**src/rtl/nonrestoring_divider_module.sv**
```systemverilog
// Iterative unsigned non-restoring divider: one quotient bit per clock,
// registered quotient/remainder with a one-cycle done pulse.
module nonrestoring_divider_module #(
    parameter int WIDTH = 8
) (
    input  logic             clk,
    input  logic             rst,
    input  logic             start_sig,
    input  logic [WIDTH-1:0] dividend,
    input  logic [WIDTH-1:0] divisor,
    output logic [WIDTH-1:0] quotient,
    output logic [WIDTH-1:0] remainder,
    output logic             div_zero,
    output logic             busy,
    output logic             done_sig
);
    localparam int CW = $clog2(WIDTH + 1);

    typedef enum logic [1:0] {IDLE, CALC, FIX, DONE} state_t;

    state_t           state_reg, state_next;
    logic [WIDTH:0]   r_reg, r_next;
    logic [WIDTH-1:0] q_reg, q_next;
    logic [WIDTH-1:0] d_reg, d_next;
    logic [CW-1:0]    cnt_reg, cnt_next;
    logic [WIDTH-1:0] quot_reg, quot_next;
    logic [WIDTH-1:0] rem_reg, rem_next;
    logic             dz_reg, dz_next;
    logic             done_reg, done_next;

    logic [WIDTH:0]   d_ext, r_shift, r_iter, r_fix;

    // Add or subtract the divisor depending on the sign of the pre-shift remainder.
    assign d_ext   = {1'b0, d_reg};
    assign r_shift = {r_reg[WIDTH-1:0], q_reg[WIDTH-1]};
    assign r_iter  = r_reg[WIDTH] ? (r_shift + d_ext) : (r_shift - d_ext);
    assign r_fix   = r_reg[WIDTH] ? (r_reg + d_ext) : r_reg;

    always_ff @(posedge clk) begin
        if (rst) begin
            state_reg <= IDLE;
            r_reg     <= '0;
            q_reg     <= '0;
            d_reg     <= '0;
            cnt_reg   <= '0;
            quot_reg  <= '0;
            rem_reg   <= '0;
            dz_reg    <= 1'b0;
            done_reg  <= 1'b0;
        end else begin
            state_reg <= state_next;
            r_reg     <= r_next;
            q_reg     <= q_next;
            d_reg     <= d_next;
            cnt_reg   <= cnt_next;
            quot_reg  <= quot_next;
            rem_reg   <= rem_next;
            dz_reg    <= dz_next;
            done_reg  <= done_next;
        end
    end

    always_comb begin
        state_next = state_reg;
        r_next     = r_reg;
        q_next     = q_reg;
        d_next     = d_reg;
        cnt_next   = cnt_reg;
        quot_next  = quot_reg;
        rem_next   = rem_reg;
        dz_next    = dz_reg;
        done_next  = 1'b0;
        case (state_reg)
            IDLE: begin
                if (start_sig) begin
                    if (divisor == '0) begin
                        // Divide by zero short-circuits straight to a result.
                        quot_next  = '1;
                        rem_next   = dividend;
                        dz_next    = 1'b1;
                        done_next  = 1'b1;
                        state_next = DONE;
                    end else begin
                        r_next     = '0;
                        q_next     = dividend;
                        d_next     = divisor;
                        cnt_next   = '0;
                        state_next = CALC;
                    end
                end
            end
            CALC: begin
                r_next   = r_iter;
                q_next   = {q_reg[WIDTH-2:0], ~r_iter[WIDTH]};
                cnt_next = cnt_reg + 1'b1;
                if (cnt_reg == CW'(WIDTH - 1)) begin
                    state_next = FIX;
                end
            end
            FIX: begin
                rem_next   = r_fix[WIDTH-1:0];
                quot_next  = q_reg;
                dz_next    = 1'b0;
                done_next  = 1'b1;
                state_next = DONE;
            end
            DONE: begin
                state_next = IDLE;
            end
            default: begin
                state_next = IDLE;
            end
        endcase
    end

    assign quotient  = quot_reg;
    assign remainder = rem_reg;
    assign div_zero  = dz_reg;
    assign done_sig  = done_reg;
    assign busy      = (state_reg != IDLE);

endmodule

```
**config.mk**
```make
export PLATFORM = sky130hd
export DESIGN_NAME = nonrestoring_divider_module
export DESIGN_NICKNAME = d
export VERILOG_FILES = /design/src/rtl/nonrestoring_divider_module.sv
export SDC_FILE = /design/constraint.sdc
export NUM_CORES = 1
export LEC_CHECK = 0
export CAP_MARGIN = 20
export CORE_UTILIZATION = 62
export CTS_BUF_LIST = sky130_fd_sc_hd__clkbuf_4 sky130_fd_sc_hd__clkbuf_8
export DETAILED_ROUTE_END_ITERATION = 7
export GPL_TIMING_DRIVEN = 0
export PLACE_DENSITY = 0.95
export SYNTH_ARGS = -nofsm -noshare
export SYNTH_HDL_FRONTEND = slang
export SYNTH_SLANG_ARGS = --single-unit
```
**constraint.sdc**
```tcl
create_clock -name clk -period 5.9 [get_ports clk]
set_clock_uncertainty 0.2 [all_clocks]
set_input_delay 1.77 -clock clk [delete_from_list [all_inputs] [get_ports clk]]
set_output_delay 1.77 -clock clk [all_outputs]
set_load 0.02 [all_outputs]
```
==> results of run 1 <==
[per-stage QoR]
step / hold WS (ns) / std cells
after floorplan: 0.241 / 354
after detailed placement: 0.249 / 442
final: 0.257 / 450
after global routing: 0.285 / 450
after global placement: 0.238 / 442
after CTS: 0.259 / 450
[final cells by class]
cell class | instances | area [um^2]
buffer | 16 | 75.1
multi-input combinational | 275 | 1860
inverter | 14 | 52.6
fill | 296 | 961
tap | 52 | 65.1
timing repair buffer | 36 | 360
clock buffer | 7 | 90.1
clock inverter | 1 | 30.0
sequential | 49 | 981
[cells by family after synthesis]
group	after synthesis
simple gates	111
mux	6
buf+inv	30
compound gates	123
xor+xnor	12
fa+ha+maj	23
flops	49
[worst max path at each step]
stage,slack [ns],endpoint
after global placement,1.71,remainder[5]$_SDFFE_PP0P_
final,1.95,remainder[5]$_SDFFE_PP0P_
after detailed placement,1.66,remainder[5]$_SDFFE_PP0P_
after CTS,1.98,remainder[5]$_SDFFE_PP0P_
after global routing,1.84,remainder[5]$_SDFFE_PP0P_
after floorplan,2.45,remainder[5]$_SDFFE_PP0P_
[tightest hold or removal path, delay by kind of cell, from the launching register on]
family | cells | cell delay [ns]
compound gates | 1 | 0.05
simple gates | 1 | 0.05
flops | 1 | 0.32
[cells in the final DEF, fill, tap and decap left out, types with 10 or more instances in the layout]
| master | instances |
|---|---|
| sky130_fd_sc_hd__clkdlybuf4s50_1 | 36 |
| sky130_fd_sc_hd__clkbuf_1 | 10 |
| sky130_fd_sc_hd__ha_1 | 21 |
| sky130_fd_sc_hd__dfxtp_1 | 49 |
| sky130_fd_sc_hd__nand2_1 | 40 |
| sky130_fd_sc_hd__a21oi_1 | 41 |
| sky130_fd_sc_hd__inv_1 | 12 |
| sky130_fd_sc_hd__nor2_1 | 28 |
[power breakdown]
| group | internal, mW | switching, mW |
|---|---|---|
| Sequential | 0.401 | 0.0695 |
| Combinational | 0.310 | 0.509 |
| Clock | 0.143 | 0.109 |
| Total | 0.854 | 0.688 |
[routing by layer]
metal	up-vias	part of all wire (%)
met5	-	0
met1	1383	39
met2	173	49
met3	43	7.9
li1	1403	-
met4	0	4.7
==> impl_summary.log, run 1 <==
INFO  metric timing.reg2reg.setup_slack = 2.47 ns
INFO  metric holdCritStartpoint = remainder[4]$_SDFFE_PP0P_
INFO  metric max_cap_violations = 0
INFO  metric post_synth_edffs = 0
INFO  metric met3_usage = 9.26%
INFO  metric r2r-end = q_reg[0]$_SDFFE_PP0P_
INFO  metric netlist.area_leader.share = 33.1%
INFO  metric violations = design-rule violations
INFO  metric fp-row-count = 24
INFO  metric synth_top_family_by_area = compound AO/OA/AOI/OAI gates
INFO  metric total_number_of_vias = 3002
INFO  metric design.final.nets = 439
INFO  metric post_route_drc_violation_count = 1
INFO  metric layout_min_cycle_time = 3.95 ns
INFO  metric regToRegStartpoint = r_reg[8]$_SDFFE_PP0P_
INFO  metric worst-setup-path-type = in2reg
INFO  metric htreeDepth = 2
INFO  metric power.static_leakage = 1.32 nW
INFO  metric simple_gate_portion_of_the_synthesized_area = 18.3%
INFO  metric synthesis.yosys.warnings = 0
INFO  metric report.final.slew_viol_count = 0
INFO  metric yosys.cell_count.top_type = sky130_fd_sc_hd__dfxtp_1
INFO  metric drive_gt1_share = 7.29%
INFO  metric route.final.wire_length = 8520 um
INFO  metric synth_sequential_area_ratio = 33.1%
INFO  metric core = 0.00447 mm^2
INFO  metric max_ffs_per_register = 9
INFO  metric path_max_fanout = 9
INFO  metric grt_remaining_overflow = 0
INFO  metric detail_route.iter0.violations = 271
INFO  metric synth.largest_area_cell = sky130_fd_sc_hd__dfxtp_1
INFO  metric die_width = 71.2 um
INFO  metric finalHoldViolCount = 0
INFO  metric clockBufferDepth = 2
INFO  metric cts_hold_buffers = 0
INFO  metric netlist_instances = 354
INFO  metric max-vdd-ir-drop = 0.000351 V
INFO  metric antenna-diode-count = 0
INFO  metric clock_tree_from_tritoncts = yes
INFO  metric ys_top_cells_by_area = sky130_fd_sc_hd__dfxtp_1 33%, sky130_fd_sc_hd__ha_1 8.9%, sky130_fd_sc_hd__a21oi_1 6.9%
INFO  metric grt_antenna_before_repair = 0
INFO  metric use_met2 = 57.7%
INFO  metric global_placement_routability_congestion = 0.959
INFO  metric post-place-ws = 1.66 ns
INFO  metric syn-mean-instance-area = 8.38 um^2
INFO  metric worst_slack = 1.95 ns
INFO  metric tightest_slew = 0.739 ns
INFO  metric worst_ep_arrival_time = 3.94 ns
INFO  metric status = complete, but fails checks
INFO  metric postSynthNetCount = 396
INFO  metric asyncSetResetFlopFracSynth = 0%
INFO  metric largest_net_degree_at_the_start_of_global_routing = 15
INFO  metric drt_first_pass_iters = 8
INFO  metric synth_compound_gate_area_share = 28.5%
INFO  metric track_usage = 35.0%
INFO  metric floorplan.initialDensity = 66.3%
INFO  metric global_route.peak_usage_layer = met2
INFO  metric cts-buffers-inserted = 5
INFO  metric cts_num_sinks = 49
INFO  metric pin_count = 38
INFO  metric timing.critical_path.required = 5.88 ns
INFO  metric die_area = 0.00507 mm^2
INFO  metric final-setup-viol-count = 0
INFO  metric clock_tree.root_cell = sky130_fd_sc_hd__clkbuf_8
INFO  metric number_of_global_route_vias_before_repair = 2987
INFO  metric synth.lib_cells_used.distinct = 61
INFO  metric route.detailed.wl_per_inst = 18.9 um
INFO  metric place.detailed.hpwl = 6170 um
INFO  metric vias_per_cell = 6.67
INFO  metric area_growth = 18.4%
INFO  metric post_dp_cell_area = 0.00339 mm^2
INFO  metric synth_flop_cell = sky130_fd_sc_hd__dfxtp_1
INFO  metric holdPathEnd = remainder[4]$_SDFFE_PP0P_
INFO  metric cts_setup_buffers = 0
INFO  metric drt.antenna.violating_nets = 0
INFO  metric hold_class = reg2reg
INFO  metric path_clk_slew = 0.08 ns
INFO  metric postLayoutCoreUtil = 78.5%
INFO  metric timing.max_slew.rel_slack = 50.6%
INFO  metric global_route.usage.met1 = 40.6%
INFO  metric post_synth_fa_ha_maj_area_fraction = 10.2%
INFO  metric timing.critical_path.cells = clkdlybuf4s50_1 > or4_4 > nor3_1 > nor2_1 > a211oi_1 > a2111oi_2
INFO  metric numPortBuffers = 36
INFO  metric height_of_the_die = 71.2 um
INFO  metric worstPathBufferInverterCount = 1
INFO  metric critical_path_depth = 6
INFO  metric power.total = 1.54 mW
INFO  metric endpoint_kind = register
INFO  metric ys_seq_elements = 49
INFO  metric yosys-top-cells-count = 49 x sky130_fd_sc_hd__dfxtp_1, 41 x sky130_fd_sc_hd__a21oi_1, 40 x sky130_fd_sc_hd__nand2_1
INFO  metric fin_area = 0.00351 mm^2
INFO  metric crit_path_start = divisor[4]
INFO  metric clk-insertion-delay-late = 0.31 ns
INFO  metric min_delay_path_depth = 2
INFO  metric first_pass_grt_wire_length = 13800 um
INFO  metric post_synth_mux_area_share = 2.07%
INFO  metric setup_total_negative_slack = 0 ns
INFO  metric synth_area_in_xor_xnor = 3.54%
INFO  metric timing.final.crit_share = 67.0%
INFO  metric worstSetupStartpointType = primary input
INFO  metric critical-path-top-delay-family = simple AND/OR/NAND/NOR gates
INFO  metric crit_path_max_incr_delay = 0.56 ns
INFO  metric power_density = 439 mW/mm^2
INFO  metric r2r.worst_path.cells = 9
INFO  metric fmaxAchievable = 0.253 GHz
INFO  metric setup_repair_after_global_routing_missed_its_margin = no
INFO  metric post_cts_resized = 0
INFO  metric synthesis.area = 0.00297 mm^2
INFO  metric worst_path_max_delay_cell = sky130_fd_sc_hd__or4_4
(Power assumes the default switching activity.)
==> run 2: changes to the inputs <==
--- a/config.mk
+++ b/config.mk
@@ -6,11 +6,11 @@
 export NUM_CORES = 1
 export LEC_CHECK = 0
 export CAP_MARGIN = 20
-export CORE_UTILIZATION = 62
+export CORE_UTILIZATION = 52
 export CTS_BUF_LIST = sky130_fd_sc_hd__clkbuf_4 sky130_fd_sc_hd__clkbuf_8
 export DETAILED_ROUTE_END_ITERATION = 7
 export GPL_TIMING_DRIVEN = 0
-export PLACE_DENSITY = 0.95
+export PLACE_DENSITY = 0.87
 export SYNTH_ARGS = -nofsm -noshare
 export SYNTH_HDL_FRONTEND = slang
 export SYNTH_SLANG_ARGS = --single-unit
==> constraint.sdc (replaced) <==
create_clock -name clk -period 3.5 [get_ports clk]
set_clock_uncertainty 0.2 [all_clocks]
set_input_delay 1.05 -clock clk [delete_from_list [all_inputs] [get_ports clk]]
set_output_delay 1.05 -clock clk [all_outputs]
set_load 0.02 [all_outputs]
==> run 2 against run 1 <==
Net effect: the flow now finishes without violations; cell count up 4.4%; sequential share of layout area down 0.21 points; via count down 1.5%; first-iteration DRC count up 18%; combinational power up 66%; wire length down 5.6%; final area up 0.75%.
==> impl_summary.log, run 2 (same netlist as run 1, synthesis figures left out) <==
INFO  metric total_number_of_vias = 2958
INFO  metric grt_remaining_overflow = 0
INFO  metric worst-setup-path-type = in2reg
INFO  metric design.final.nets = 439
INFO  metric drt.antenna.violating_nets = 0
INFO  metric place.detailed.instances = 462
INFO  metric timing.max_slew.rel_slack = 50.6%
INFO  metric grt_antenna_before_repair = 0
INFO  metric timing.critical_path.required = 3.48 ns
INFO  metric global_route.usage.met1 = 35.1%
INFO  metric core = 0.00551 mm^2
INFO  metric clock_tree_from_tritoncts = yes
INFO  metric drive_gt1_share = 7.54%
INFO  metric power.switching = 1.14 mW
INFO  metric drt_first_pass_iters = 5
INFO  metric global_placement_routability_congestion = 0.927
INFO  metric final_common_cell = sky130_fd_sc_hd__dfxtp_1
INFO  metric number_of_global_route_vias_before_repair = 2769
INFO  metric vias_per_cell = 6.29
INFO  metric setup_repair_after_global_routing_missed_its_margin = no
INFO  metric met3_usage = 4.94%
INFO  metric layout_min_cycle_time = 3.25 ns
INFO  metric final-setup-viol-count = 0
INFO  metric status = finished clean
INFO  metric timing.reg2reg.setup_slack = 0.26 ns
INFO  metric power.share.clock = 16.5%
INFO  metric clock_tree.root_cell = sky130_fd_sc_hd__clkbuf_8
INFO  metric report.final.slew_viol_count = 0
INFO  metric layout.filler_cells = 458
INFO  metric cts-buffers-inserted = 5
INFO  metric path_max_fanout = 9
INFO  metric clockBufferDepth = 2
INFO  metric detail_route.iter0.violations = 320
INFO  metric final-instance-count-excl-fill = 470
INFO  metric worst_ep_arrival_time = 3.23 ns
INFO  metric max_cap_violations = 0
INFO  metric pwr-share-seq = 30.7%
INFO  metric htreeDepth = 2
INFO  metric fp-row-count = 27
INFO  metric first_pass_grt_wire_length = 13200 um
INFO  metric path_clk_slew = 0.09 ns
INFO  metric height_of_the_die = 77.5 um
INFO  metric endpoint_kind = register
INFO  metric worstSetupStartpointType = primary input
INFO  metric die_width = 77.5 um
INFO  metric global_route.peak_usage_layer = met2
INFO  metric tightest_slew = 0.741 ns
INFO  metric max-vdd-ir-drop = 0.000592 V
INFO  metric numPortBuffers = 36
INFO  metric power.static_leakage = 1.32 nW
INFO  metric post_route_drc_violation_count = 0
INFO  metric largest_net_degree_at_the_start_of_global_routing = 16
INFO  metric fmaxAchievable = 0.308 GHz
INFO  metric area_growth = 19.3%
INFO  metric cts_num_sinks = 49
INFO  metric clk-insertion-delay-late = 0.30 ns
INFO  metric place.detailed.hpwl = 6030 um
INFO  metric hold_class = reg2reg
INFO  metric antenna-diode-count = 0
INFO  metric pin_count = 38
INFO  metric max_ffs_per_register = 9
INFO  metric route.final.wire_length = 8040 um
INFO  metric die_area = 0.00601 mm^2
INFO  metric register_area = 981 um^2
INFO  metric track_usage = 27.8%
INFO  metric timing.final.crit_share = 92.8%
INFO  metric combinationalPowerShare = 52.8%
INFO  metric final_cell_mix = 49 x sky130_fd_sc_hd__dfxtp_1, 41 x sky130_fd_sc_hd__a21oi_1, 40 x sky130_fd_sc_hd__nand2_1, 36 x sky130_fd_sc_hd__clkdlybuf4s50_1, 28 x sky130_fd_sc_hd__nor2_1
INFO  metric route.detailed.wl_per_inst = 17.1 um
INFO  metric internal_power = 1.43 mW
INFO  metric cts_hold_buffers = 0
INFO  metric finalHoldViolCount = 0
INFO  metric area_of_the_multi_input_gates = 0.00186 mm^2
INFO  metric setup_total_negative_slack = 0 ns
INFO  metric swShare = 44.4%
INFO  metric use_met2 = 45.8%
INFO  metric power_density = 726 mW/mm^2
INFO  metric floorplan.initialDensity = 53.9%
-- run 2: through the flow --
step	worst slack (ns)	area [um^2]	hold slack (ns)	total power, mW	utilization, %
after floorplan	0.681	2970	0.241	1.73	-
after global placement	0.0152	3420	0.238	2.07	62.1
after detailed placement	-0.0389	3420	0.251	2.12	62.1
after CTS	0.174	3540	0.261	2.55	64.3
after global routing	0.129	3540	0.282	2.74	64.3
final	0.252	3540	0.256	2.57	64.3
-- run 2: layout make-up --
class / count / share of cell area [%]
plain buffers: 16 / 2.16
clock buffers: 6 / 2.33
clock inverters: 2 / 1.06
inverters: 14 / 1.48
multi-input cells: 275 / 52.5
flip-flops and latches: 49 / 27.7
well taps: 72 / 2.55
repair buffers: 36 / 10.2
-- run 2: final timing paths --
kind / endpoint / depth (start not counted) / start
min: remainder[4]$_SDFFE_PP0P_ / 2 / remainder[4]$_SDFFE_PP0P_
max: remainder[5]$_SDFFE_PP0P_ / 6 / divisor[0]
max reg2reg: q_reg[0]$_SDFFE_PP0P_ / 9 / r_reg[8]$_SDFFE_PP0P_
min reg2reg: remainder[4]$_SDFFE_PP0P_ / 2 / remainder[4]$_SDFFE_PP0P_
-- run 2: routing by layer --
| layer | vias up | routed length (um) |
|---|---|---|
| met5 | - | 0 |
| met4 | 0 | 220 |
| met3 | 22 | 594 |
| met2 | 139 | 3890 |
| met1 | 1394 | 3340 |
| li1 | 1403 | - |
-- run 2: power groups by stage --
stage,combinational (mW),clock (mW),sequential [mW]
4_1_cts,1.34,0.426,0.785
2_1_floorplan,0.914,0,0.816
6_report,1.36,0.425,0.788
5_1_grt,1.48,0.454,0.801
3_3_place_gp,1.28,0,0.792
3_5_place_dp,1.32,0,0.797
-- run 2: worst max-delay path, cell delays in order --
cell                              delay (ns)
sky130_fd_sc_hd__clkdlybuf4s50_1        0.45
sky130_fd_sc_hd__or4_1                  0.57
sky130_fd_sc_hd__nor3_1                 0.45
sky130_fd_sc_hd__nor2_1                 0.31
sky130_fd_sc_hd__a211oi_1               0.28
sky130_fd_sc_hd__a2111oi_2              0.11
-- run 2: what timing repair did --
| action | 4_1_cts | 5_1_grt |
|---|---|---|
| endpoints found under the setup margin | 0 | 1 |
| buffers inserted | 0 | 0 |
| gates resized for setup | 0 | 2 |
==> run 3: changes to the inputs <==
--- a/config.mk
+++ b/config.mk
@@ -6,11 +6,13 @@
 export NUM_CORES = 1
 export LEC_CHECK = 0
 export CAP_MARGIN = 20
+export CORE_MARGIN = 1
 export CORE_UTILIZATION = 52
 export CTS_BUF_LIST = sky130_fd_sc_hd__clkbuf_4 sky130_fd_sc_hd__clkbuf_8
 export DETAILED_ROUTE_END_ITERATION = 7
 export GPL_TIMING_DRIVEN = 0
 export PLACE_DENSITY = 0.87
+export RECOVER_POWER = 25
 export SYNTH_ARGS = -nofsm -noshare
 export SYNTH_HDL_FRONTEND = slang
 export SYNTH_SLANG_ARGS = --single-unit
==> run 3 against run 2 <==
Net effect: clock-buffer cell count is the same; first-iteration DRC count shrank 1.9%; total power shrank 0.46%; setup slack gained 0.010 ns; highest routed layer unchanged; sequential share of layout area is the same; hold slack lost 0.0030 ns; critical path type is now reg2reg; cell count is the same; clock power is essentially flat; die area is the same; critical path depth grew 3; flip-flop and latch count is the same.
==> impl_summary.log, run 3 (same netlist as run 1, synthesis figures left out) <==
INFO  metric status = finished clean
INFO  metric pin_count = 38
INFO  metric route.detailed.wl_per_inst = 17.1 um
INFO  metric min_delay_path_depth = 2
INFO  metric whs = 0.253 ns
INFO  metric clock_tree.root_cell = sky130_fd_sc_hd__clkbuf_8
INFO  metric max_ffs_per_register = 9
INFO  metric number_of_global_route_vias_before_repair = 2769
INFO  metric track_usage = 27.8%
INFO  metric holdPathEnd = remainder[4]$_SDFFE_PP0P_
INFO  metric htreeDepth = 2
INFO  metric global_placement_routability_congestion = 0.927
INFO  metric clk-insertion-delay-late = 0.30 ns
INFO  metric largest_net_degree_at_the_start_of_global_routing = 16
INFO  metric clockBufferDepth = 2
INFO  metric route.top_layer_used = met4
INFO  metric place.detailed.hpwl = 6030 um
INFO  metric drive_gt1_share = 7.54%
INFO  metric detail_route.iter0.violations = 314
INFO  metric first_pass_grt_wire_length = 13200 um
INFO  metric grt_remaining_overflow = 0
INFO  metric post_route_drc_violation_count = 0
INFO  metric path_clk_slew = 0.09 ns
INFO  metric regToRegStartpoint = r_reg[8]$_SDFFE_PP0P_
INFO  metric holdCritStartpoint = remainder[4]$_SDFFE_PP0P_
INFO  metric max-vdd-ir-drop = 0.000591 V
INFO  metric timing.max_slew.rel_slack = 49.6%
INFO  metric max_cap_violations = 0
INFO  metric path_max_fanout = 10
INFO  metric worst_ep_arrival_time = 3.25 ns
INFO  metric layout_min_cycle_time = 3.24 ns
INFO  metric r2r-end = q_reg[0]$_SDFFE_PP0P_
INFO  metric clock_tree_from_tritoncts = yes
INFO  metric worst-setup-path-type = reg2reg
INFO  metric total_number_of_vias = 2959
INFO  metric height_of_the_die = 77.5 um
INFO  metric die_area = 0.00601 mm^2
INFO  metric die_width = 77.5 um
INFO  metric antenna-diode-count = 0
INFO  metric fmaxAchievable = 0.309 GHz
INFO  metric finalHoldViolCount = 0
INFO  metric timing.reg2reg.setup_slack = 0.26 ns
INFO  metric area_growth = 19.3%
INFO  metric design.final.nets = 439
INFO  metric power_density = 723 mW/mm^2
INFO  metric route.final.wire_length = 8040 um
INFO  metric worstSetupStartpointType = register
INFO  metric final_common_cell = sky130_fd_sc_hd__dfxtp_1
INFO  metric routedLengthMet1 = 3390 um
INFO  metric vias_per_cell = 6.30
INFO  metric power.static_leakage = 1.37 nW
INFO  metric post_dp_cell_area = 0.00342 mm^2
INFO  metric fp-row-count = 27
INFO  metric layout.filler_cells = 458
INFO  metric timing.critical_path.required = 3.51 ns
INFO  metric cts_setup_buffers = 0
INFO  metric setup_repair_after_global_routing_missed_its_margin = no
INFO  metric timing.final.crit_share = 92.5%
INFO  metric fin_area = 0.00354 mm^2
INFO  metric drt_first_pass_iters = 4
INFO  metric numPortBuffers = 36
INFO  metric final_cell_mix = 49 x sky130_fd_sc_hd__dfxtp_1, 41 x sky130_fd_sc_hd__a21oi_1, 40 x sky130_fd_sc_hd__nand2_1, 28 x sky130_fd_sc_hd__nor2_1, 21 x sky130_fd_sc_hd__ha_1
INFO  metric core = 0.00551 mm^2
INFO  metric cts_hold_buffers = 0
INFO  metric endpoint_kind = register
INFO  metric tightest_slew = 0.756 ns
INFO  metric hold_class = reg2reg
INFO  metric floorplan.initialDensity = 53.9%
INFO  metric final-setup-viol-count = 0
INFO  metric grt_antenna_before_repair = 0
INFO  metric met2_wirelength = 3890 um
INFO  metric cts-buffers-inserted = 5
INFO  metric routed-wl-met3 = 569 um
INFO  metric drt.antenna.violating_nets = 0
INFO  metric cts_num_sinks = 49
INFO  metric r2r.worst_path.cells = 9
INFO  metric report.final.slew_viol_count = 0
==> run 3: cell count changes in the layout (fill, tap and decap cells not counted), sizes merged <==
cell           previous run  this run
clkdlybuf4s50            36        20
dlygate4sd3               0        16
==> run 3: where the power goes <==
group          internal (mW)  switching (mW)  leakage, nW
sequential             0.676           0.111        0.399
clock                  0.232           0.193       0.0574
combinational          0.510           0.838        0.916
==> run 3: final cells by class <==
cell class,count,area (um^2),share of cell area [%]
Sequential cell,49,981,27.7
Buffer,16,76.3,2.16
Multi-Input combinational cell,275,1860,52.5
Inverter,14,52.6,1.48
Timing Repair Buffer,36,360,10.2
Tap cell,72,90.1,2.55
Clock inverter,2,37.5,1.06
Clock buffer,6,82.6,2.33
==> run 3: worst max-delay path by stage <==
| stage | start | to | slack [ns] | cells past startpoint |
|---|---|---|---|---|
| 6_report | r_reg[8]$_SDFFE_PP0P_ | q_reg[0]$_SDFFE_PP0P_ | 0.26 | 9 |
| 3_3_place_gp | divisor[4] | remainder[5]$_SDFFE_PP0P_ | 0.02 | 6 |
| 3_5_place_dp | divisor[0] | remainder[5]$_SDFFE_PP0P_ | -0.04 | 6 |
| 4_1_cts | r_reg[8]$_SDFFE_PP0P_ | q_reg[0]$_SDFFE_PP0P_ | 0.17 | 9 |
| 5_1_grt | divisor[0] | remainder[5]$_SDFFE_PP0P_ | 0.13 | 6 |
| 2_1_floorplan | r_reg[8]$_SDFFE_PP0P_ | r_reg[8]$_SDFFE_PP0P_ | 0.68 | 9 |
==> run 3: critical path: stages (launching register included) <==
cell and delay [ns]:
sky130_fd_sc_hd__dfxtp_1 0.32, sky130_fd_sc_hd__clkbuf_1 0.35, sky130_fd_sc_hd__clkbuf_2 0.31, sky130_fd_sc_hd__mux2_2 0.39
sky130_fd_sc_hd__fa_1 0.45, sky130_fd_sc_hd__a211oi_1 0.33, sky130_fd_sc_hd__o211ai_1 0.15, sky130_fd_sc_hd__a21oi_1 0.21
sky130_fd_sc_hd__xnor2_1 0.13, sky130_fd_sc_hd__a221oi_1 0.31
==> run 3: through the flow <==
stage	TNS [ns]	power [mW]	utilization, %	setup slack, ns	std cells
2_1_floorplan	0	1.73	-	0.681	354
3_3_place_gp	0	2.07	62.1	0.0152	462
3_5_place_dp	-0.0389	2.12	62.1	-0.0389	462
4_1_cts	0	2.55	64.3	0.174	470
5_1_grt	0	2.72	64.3	0.129	470
6_report	0	2.56	64.3	0.262	470
==> run 3: what timing repair did <==
action	in CTS	in global routing
resized for setup	0	2
endpoints found under the setup margin	0	1
hold endpoints to repair	0	0
==> run 3: layer usage <==
layer / GRT usage, % / up-vias
met5: 0 / -
met4: 12.5 / 0
met3: 4.94 / 20
met2: 45.8 / 138
met1: 35.1 / 1392
li1: - / 1409
